--- config.mk ---
export PLATFORM = sky130hd
export DESIGN_NAME = sprite_bus_initiator
export DESIGN_NICKNAME = d
export VERILOG_FILES = /design/src/rtl/sprite_bus_pkg.sv /design/src/rtl/cmd_fifo.sv /design/src/rtl/sprite_bus_initiator.sv
export SDC_FILE = /design/constraint.sdc
export NUM_CORES = 1
export LEC_CHECK = 0
export ABC_CLOCK_PERIOD_IN_PS = 4200
export CAP_MARGIN = 10
export CORE_ASPECT_RATIO = 1.25
export CORE_MARGIN = 4
export CORE_UTILIZATION = 40
export CTS_CLUSTER_DIAMETER = 200
export CTS_CLUSTER_SIZE = 40
export DETAILED_ROUTE_END_ITERATION = 16
export SLEW_MARGIN = 20
export SYNTH_ARGS = -nofsm -noshare
export SYNTH_HDL_FRONTEND = slang
export SYNTH_SLANG_ARGS = --single-unit
--- constraint.sdc ---
create_clock -name clk_i -period 4.2 [get_ports clk_i]
set_input_delay 0.84 -clock clk_i [delete_from_list [all_inputs] [get_ports clk_i]]
set_output_delay 0.84 -clock clk_i [all_outputs]
set_load 0.02 [all_outputs]
--- src/rtl/sprite_bus_pkg.sv ---
// rtl/sprite_bus_pkg.sv - shared types and encodings for the sprite bus initiator
package sprite_bus_pkg;

  localparam logic [1:0] SZ_8     = 2'b00;
  localparam logic [1:0] SZ_16    = 2'b01;
  localparam logic [1:0] SZ_32    = 2'b10;
  localparam logic [1:0] SZ_BAD   = 2'b11;
  localparam logic [1:0] BUS_IDLE = 2'b11;

  typedef enum logic [2:0] {
    IDLE,
    WAIT_WIN,
    WRITE,
    READ,
    RESP
  } state_e;

  typedef struct packed {
    logic        read;
    logic [1:0]  size;
    logic [5:0]  addr;
    logic [31:0] data;
  } cmd_t;

  function automatic logic [31:0] zero_extend(input logic [1:0] size, input logic [31:0] d);
    case (size)
      SZ_8:    return {24'b0, d[7:0]};
      SZ_16:   return {16'b0, d[15:0]};
      default: return d;
    endcase
  endfunction

endpackage

--- src/rtl/cmd_fifo.sv ---
// rtl/cmd_fifo.sv - synchronous command FIFO with full/empty flags
module cmd_fifo
  import sprite_bus_pkg::*;
#(
  parameter int DEPTH = 4
) (
  input  logic clk_i,
  input  logic reset_i,
  input  logic push_i,
  input  cmd_t push_data_i,
  input  logic pop_i,
  output cmd_t pop_data_o,
  output logic full_o,
  output logic empty_o
);

  localparam int AW = $clog2(DEPTH);
  localparam logic [AW:0] FULL_CNT = DEPTH[AW:0];

  cmd_t          mem_q [DEPTH];
  logic [AW-1:0] wr_ptr_q;
  logic [AW-1:0] rd_ptr_q;
  logic [AW:0]   count_q;
  logic          do_push;
  logic          do_pop;

  assign full_o     = (count_q == FULL_CNT);
  assign empty_o    = (count_q == '0);
  assign do_push    = push_i && !full_o;
  assign do_pop     = pop_i && !empty_o;
  assign pop_data_o = mem_q[rd_ptr_q];

  always_ff @(posedge clk_i or posedge reset_i) begin
    if (reset_i) begin
      wr_ptr_q <= '0;
      rd_ptr_q <= '0;
      count_q  <= '0;
    end else begin
      if (do_push) wr_ptr_q <= wr_ptr_q + AW'(1);
      if (do_pop)  rd_ptr_q <= rd_ptr_q + AW'(1);
      case ({do_push, do_pop})
        2'b10:   count_q <= count_q + (AW+1)'(1);
        2'b01:   count_q <= count_q - (AW+1)'(1);
        default: count_q <= count_q;
      endcase
    end
  end

  // Storage needs no reset: entries are only read once the count says they were written.
  always_ff @(posedge clk_i) begin
    if (do_push) mem_q[wr_ptr_q] <= push_data_i;
  end

endmodule

--- src/rtl/sprite_bus_initiator.sv ---
// rtl/sprite_bus_initiator.sv - queues register commands and replays them onto the peripheral bus
module sprite_bus_initiator
  import sprite_bus_pkg::*;
#(
  parameter int DEPTH   = 4,
  parameter int TIMEOUT = 255
) (
  input  logic        clk_i,
  input  logic        reset_i,
  input  logic        cmd_valid_i,
  output logic        cmd_ready_o,
  input  logic        cmd_read_i,
  input  logic [1:0]  cmd_size_i,
  input  logic [5:0]  cmd_addr_i,
  input  logic [31:0] cmd_data_i,
  input  logic        gate_en_i,
  input  logic        vsync_i,
  output logic [5:0]  bus_address_o,
  output logic [31:0] bus_wdata_o,
  output logic [1:0]  bus_write_n_o,
  output logic [1:0]  bus_read_n_o,
  input  logic [31:0] bus_rdata_i,
  input  logic        bus_ready_i,
  output logic        rsp_valid_o,
  input  logic        rsp_ready_i,
  output logic [31:0] rsp_data_o,
  output logic        rsp_err_o,
  output logic        busy_o,
  output logic        timeout_err_o,
  input  logic        err_clr_i
);

  localparam logic [7:0] TIMEOUT_CNT = TIMEOUT[7:0];

  state_e      state_q, state_d;
  logic [1:0]  write_n_q, write_n_d;
  logic [1:0]  read_n_q, read_n_d;
  logic [5:0]  addr_q, addr_d;
  logic [31:0] wdata_q, wdata_d;
  logic [7:0]  cnt_q, cnt_d;
  logic        rsp_valid_q, rsp_valid_d;
  logic        rsp_err_q, rsp_err_d;
  logic [31:0] rsp_data_q, rsp_data_d;
  logic        timeout_err_q, timeout_err_d;
  logic        launch;

  cmd_t fifo_head;
  cmd_t fifo_in;
  logic fifo_full;
  logic fifo_empty;
  logic fifo_push;

  // Illegal sizes complete the handshake but never enter the queue.
  assign fifo_push = cmd_valid_i && !fifo_full && (cmd_size_i != SZ_BAD);
  assign fifo_in   = '{read: cmd_read_i, size: cmd_size_i, addr: cmd_addr_i, data: cmd_data_i};

  cmd_fifo #(.DEPTH(DEPTH)) u_fifo (
    .clk_i       (clk_i),
    .reset_i     (reset_i),
    .push_i      (fifo_push),
    .push_data_i (fifo_in),
    .pop_i       (launch),
    .pop_data_o  (fifo_head),
    .full_o      (fifo_full),
    .empty_o     (fifo_empty)
  );

  assign cmd_ready_o   = !fifo_full;
  assign busy_o        = !fifo_empty || (state_q != IDLE);
  assign bus_address_o = addr_q;
  assign bus_wdata_o   = wdata_q;
  assign bus_write_n_o = write_n_q;
  assign bus_read_n_o  = read_n_q;
  assign rsp_valid_o   = rsp_valid_q;
  assign rsp_err_o     = rsp_err_q;
  assign rsp_data_o    = rsp_data_q;
  assign timeout_err_o = timeout_err_q;

  always_ff @(posedge clk_i or posedge reset_i) begin
    if (reset_i) begin
      state_q       <= IDLE;
      write_n_q     <= BUS_IDLE;
      read_n_q      <= BUS_IDLE;
      addr_q        <= '0;
      wdata_q       <= '0;
      cnt_q         <= '0;
      rsp_valid_q   <= 1'b0;
      rsp_err_q     <= 1'b0;
      rsp_data_q    <= '0;
      timeout_err_q <= 1'b0;
    end else begin
      state_q       <= state_d;
      write_n_q     <= write_n_d;
      read_n_q      <= read_n_d;
      addr_q        <= addr_d;
      wdata_q       <= wdata_d;
      cnt_q         <= cnt_d;
      rsp_valid_q   <= rsp_valid_d;
      rsp_err_q     <= rsp_err_d;
      rsp_data_q    <= rsp_data_d;
      timeout_err_q <= timeout_err_d;
    end
  end

  always_comb begin
    state_d       = state_q;
    write_n_d     = write_n_q;
    read_n_d      = read_n_q;
    addr_d        = addr_q;
    wdata_d       = wdata_q;
    cnt_d         = cnt_q;
    rsp_valid_d   = rsp_valid_q;
    rsp_err_d     = rsp_err_q;
    rsp_data_d    = rsp_data_q;
    timeout_err_d = timeout_err_q && !err_clr_i;
    launch        = 1'b0;

    case (state_q)
      IDLE: begin
        if (!fifo_empty) begin
          if (gate_en_i && !vsync_i) state_d = WAIT_WIN;
          else                       launch  = 1'b1;
        end
      end
      WAIT_WIN: begin
        if (vsync_i || !gate_en_i) launch = 1'b1;
      end
      WRITE: begin
        write_n_d = BUS_IDLE;
        state_d   = IDLE;
      end
      READ: begin
        if (bus_ready_i) begin
          read_n_d    = BUS_IDLE;
          rsp_data_d  = zero_extend(read_n_q, bus_rdata_i);
          rsp_err_d   = 1'b0;
          rsp_valid_d = 1'b1;
          state_d     = RESP;
        end else if (cnt_q == TIMEOUT_CNT) begin
          // Timeout set is placed after the err_clr default so a same-cycle clear loses.
          read_n_d      = BUS_IDLE;
          rsp_data_d    = '0;
          rsp_err_d     = 1'b1;
          rsp_valid_d   = 1'b1;
          timeout_err_d = 1'b1;
          state_d       = RESP;
        end else begin
          cnt_d = cnt_q + 8'd1;
        end
      end
      RESP: begin
        if (rsp_ready_i) begin
          rsp_valid_d = 1'b0;
          state_d     = IDLE;
        end
      end
      default: state_d = IDLE;
    endcase

    if (launch) begin
      addr_d = fifo_head.addr;
      cnt_d  = '0;
      if (fifo_head.read) begin
        read_n_d = fifo_head.size;
        state_d  = READ;
      end else begin
        wdata_d   = fifo_head.data;
        write_n_d = fifo_head.size;
        state_d   = WRITE;
      end
    end
  end

endmodule

==> impl_metrics.toml <==
[setup_path]
end_kind = "primary output"
reg2reg_slack_ps = 1460
crit_start = "state_q[0]$_DFFE_PP0P_"
r2r_start = "state_q[2]$_DFFE_PP0P_"
setup.worst_path.end = "busy_o"
crit_type = "reg2out"
critPathArrivalTime_ps = 2350
cp-start-kind = "flop"
required_ps = 3360
slowest_stage = "nor4_2"
crit_path_max_incr_delay_ps = 650
rr_endpoint = "u_fifo.count_q[2]$_DFFE_PP0P_"
path_max_fanout = 9
r2r_cells = 9
path_cells = "nor4_2 > nand2_1 > clkdlybuf4s50_1"

[placed_design]
place.gp.congestion = 0.7891
port_buffers = 159
placedInstanceArea_um2 = 12050
place_hpwl_um = 13770

[pwr]
p_sw_share_pct = 32.99
power.share.sequential_pct = 45.2
switchingPower_mw = 2.753
peakVddDrop_mv = 0.4365
p_int_mw = 5.591
comb_power_share_pct = 40.0
clkPwrFrac_pct = 14.8
p_leak_nw = 4.477
powerDensity_nw_per_um2 = 674.7

[logic_synthesis]
ys_warn_count = 0
yosysSeqAreaShare_pct = 72.69
synth_area_um2 = 10050
synth_cell_type_count = 47
synth.avg_cell_area_um2 = 17.64
synth_nets = 658
postSynthCellCount = 570
synthFlopType = "edfxtp_1"
synth_seq_cells = 259
synth-edff-count = 164
synthArstFlopShare_pct = 36.68

[timing]
hold_viol = 0
rsz0062_at_grt = "no"
clock_skew_ps = 24.15
worst_pin_slew_ps = 933.0
period_share_pct = 75.93
slew_viol_final = 0
fin_setup_tns_ps = 0
setup_viol = 0
fmax_mhz = 313.6
fin_crit_ps = 3189
max_slew_margin_pct = 37.46

[clock_network]
cts_setup_buffers = 0
numClockSinks = 259
ctsHtreeMaxLevel = 1
ctsHoldBuffers = 0
clk_path_buf_depth = 3
cts_buffers = 10
cts_tree = "done"
clk_pin_slew_worst_paths_ps = 150
worstSkewPairLatency_ps = 490
root_buffer = "clkbuf_16"
cts_resized = 0

[floorplanning]
die_y_um = 185.2
die_area_um2 = 27750
start_util_pct = 40.89
core_um2 = 24580
fp-row-count = 64
die_w_um = 149.8
ios = 160

[layout]
diodes = 0
fill_cells = 2083
postLayoutCellArea_um2 = 12370
drive_above_1_share_pct = 14.99
area_growth_pct = 23.01
nets = 811

[global_route]
grt_pass1_wl_um = 32560
grt_start_max_net_pins = 59
grt_pass1_vias = 5812
grt_use_total_pct = 14.89
antenna_found_initial = 2
grt.overflow.total = 0

[routing]
postRouteAntennaNets = 0
vias = 5354
drtIter0Drc = 260
wire_per_inst_um = 19.48
route.detailed.drc = 0
dr.pass1.iters = 4
totalWireLength_um = 20590
vias_per_cell = 5.065

[flow_run]
drv_cap = 0

[worst_hold_path]
hold_path.class = "reg2reg"

[run_status]
status = "complete, no violations"
power by group through the flow:
stage	sequential, mW	clock [mW]	combinational, mW
global route	3.85	1.38	3.61
finish	3.77	1.24	3.34
floorplan	4.17	0	1.71
global placement	3.80	0	3.34
detailed placement	3.84	0	3.38
CTS	3.78	1.29	3.41
Yosys cell counts (2+ instances only):
| master | n | share of area, % |
|---|---|---|
| dfstp_2 | 4 | 1.0 |
| nand4_1 | 18 | 1.1 |
| mux2_4 | 20 | 3.0 |
| o211ai_1 | 2 | 0.15 |
| edfxtp_1 | 164 | 49 |
| and3b_1 | 2 | 0.17 |
| nor2_1 | 16 | 0.60 |
| inv_1 | 34 | 1.3 |
| mux2_1 | 6 | 0.67 |
| clkbuf_1 | 22 | 0.82 |
| dfrtp_1 | 91 | 23 |
| a21oi_1 | 2 | 0.10 |
| nand3_1 | 2 | 0.10 |
| nor3_1 | 3 | 0.15 |
| a31oi_1 | 2 | 0.12 |
| buf_6 | 4 | 0.45 |
| ha_1 | 6 | 0.75 |
| or4_1 | 2 | 0.15 |
| mux4_2 | 41 | 9.2 |
| nand2_1 | 30 | 1.1 |
| and2_1 | 6 | 0.37 |
| xor2_1 | 8 | 0.70 |
| mux2_2 | 8 | 0.90 |
| buf_1 | 3 | 0.11 |
| a22o_1 | 8 | 0.70 |
| o2111ai_1 | 10 | 0.87 |
| xnor2_1 | 3 | 0.26 |
| and3_1 | 2 | 0.12 |
| o21ai_0 | 31 | 1.5 |
| o31ai_1 | 3 | 0.22 |
per-layer routing:
layer  up-vias  global-route usage, %  wire, um
met5         -                      0        27
met4         4                  3.295       304
met3        25                  3.035      1272
met2       159                  25.74     10270
met1      2713                  19.59      8713
li1       2453                      -         -
placed cells by master, fill, tap and decap left out, drive strengths merged, types with 2 or more instances in the layout:
cell type and instances:
nand4 18, nand2 30, o211ai 2, mux2 34, clkbuf 15, dfrtp 91, clkdlybuf4s50 159, inv 34
xnor2 3, a22o 8, nor3 3, and3 2, edfxtp 164, and3b 2, o21ai 32, mux4 41
or4 2, o2111ai 10, and2 6, xor2 8, nor2 16, o31ai 3, nor4 2, dfstp 4
buf 12, a31oi 2, ha 6, a21oi 2, nand3 2
state kept, by name (all words and copies together), names as in the netlist:
name / cells
timeout_err_o: 1
u_fifo.rd_ptr_q: 2
u_fifo.mem_q: 164
u_fifo.wr_ptr_q: 2
bus_wdata_o: 32
bus_write_n_o: 2
cnt_q: 8
rsp_err_o: 1
u_fifo.count_q: 3
rsp_data_o: 32
rsp_valid_o: 1
state_q: 3
bus_address_o: 6
bus_read_n_o: 2
worst min-delay path by stage:
stage	start	end	slack (ps)	cells after the start
6_report	rsp_valid_o$_DFFE_PP0P_	rsp_valid_o$_DFFE_PP0P_	500	1
5_1_grt	rsp_valid_o$_DFFE_PP0P_	rsp_valid_o$_DFFE_PP0P_	530	1
4_1_cts	rsp_valid_o$_DFFE_PP0P_	rsp_valid_o$_DFFE_PP0P_	500	1
3_5_place_dp	rsp_valid_o$_DFFE_PP0P_	rsp_valid_o$_DFFE_PP0P_	470	1
3_3_place_gp	bus_wdata_o[1]$_DFFE_PP0P_	bus_wdata_o[1]$_DFFE_PP0P_	470	1
2_1_floorplan	u_fifo.count_q[0]$_DFFE_PP0P_	u_fifo.count_q[0]$_DFFE_PP0P_	500	1
stage by stage:
step / cells / total power, mW / hold slack (ps) / util (%) / setup slack (ps)
finish: 1057 / 8.343 / 504.0 / 50.30 / 1011
global route: 1057 / 8.841 / 534.4 / 50.30 / 859.6
CTS: 1057 / 8.484 / 504.4 / 50.30 / 983.6
detailed placement: 1041 / 7.220 / 470.8 / 49.00 / 858.6
global placement: 1041 / 7.136 / 465.6 / 49.00 / 924.0
floorplan: 570 / 5.879 / 495.5 / - / 889.6
cells by family after synthesis:
kind of cell,synth area share [%]
DFF,72.69
and+or+nand+nor,4.954
muxes,13.84
buffers and inverters,2.701
AOI/OAI and AO/OA,3.908
xor gates and xnor gates,0.9585
adders and majority gates,0.9460
critical path, delay by kind of cell, from the launching register on:
| kind | cells | cell delay, ps |
|---|---|---|
| simple gates | 2 | 750 |
| buf+inv | 1 | 600 |
| flops | 1 | 510 |
cell type report:
type | count | area [um^2] | area share [%]
Clock inverter | 1 | 30.03 | 0.2428
Tap cell | 330 | 412.9 | 3.339
Sequential cell | 259 | 7312 | 59.13
Clock buffer | 15 | 290.3 | 2.347
Multi-Input combinational cell | 247 | 2484 | 20.08
Inverter | 34 | 130.1 | 1.052
Timing Repair Buffer | 171 | 1707 | 13.80
Power figures use the tool's default switching activity.
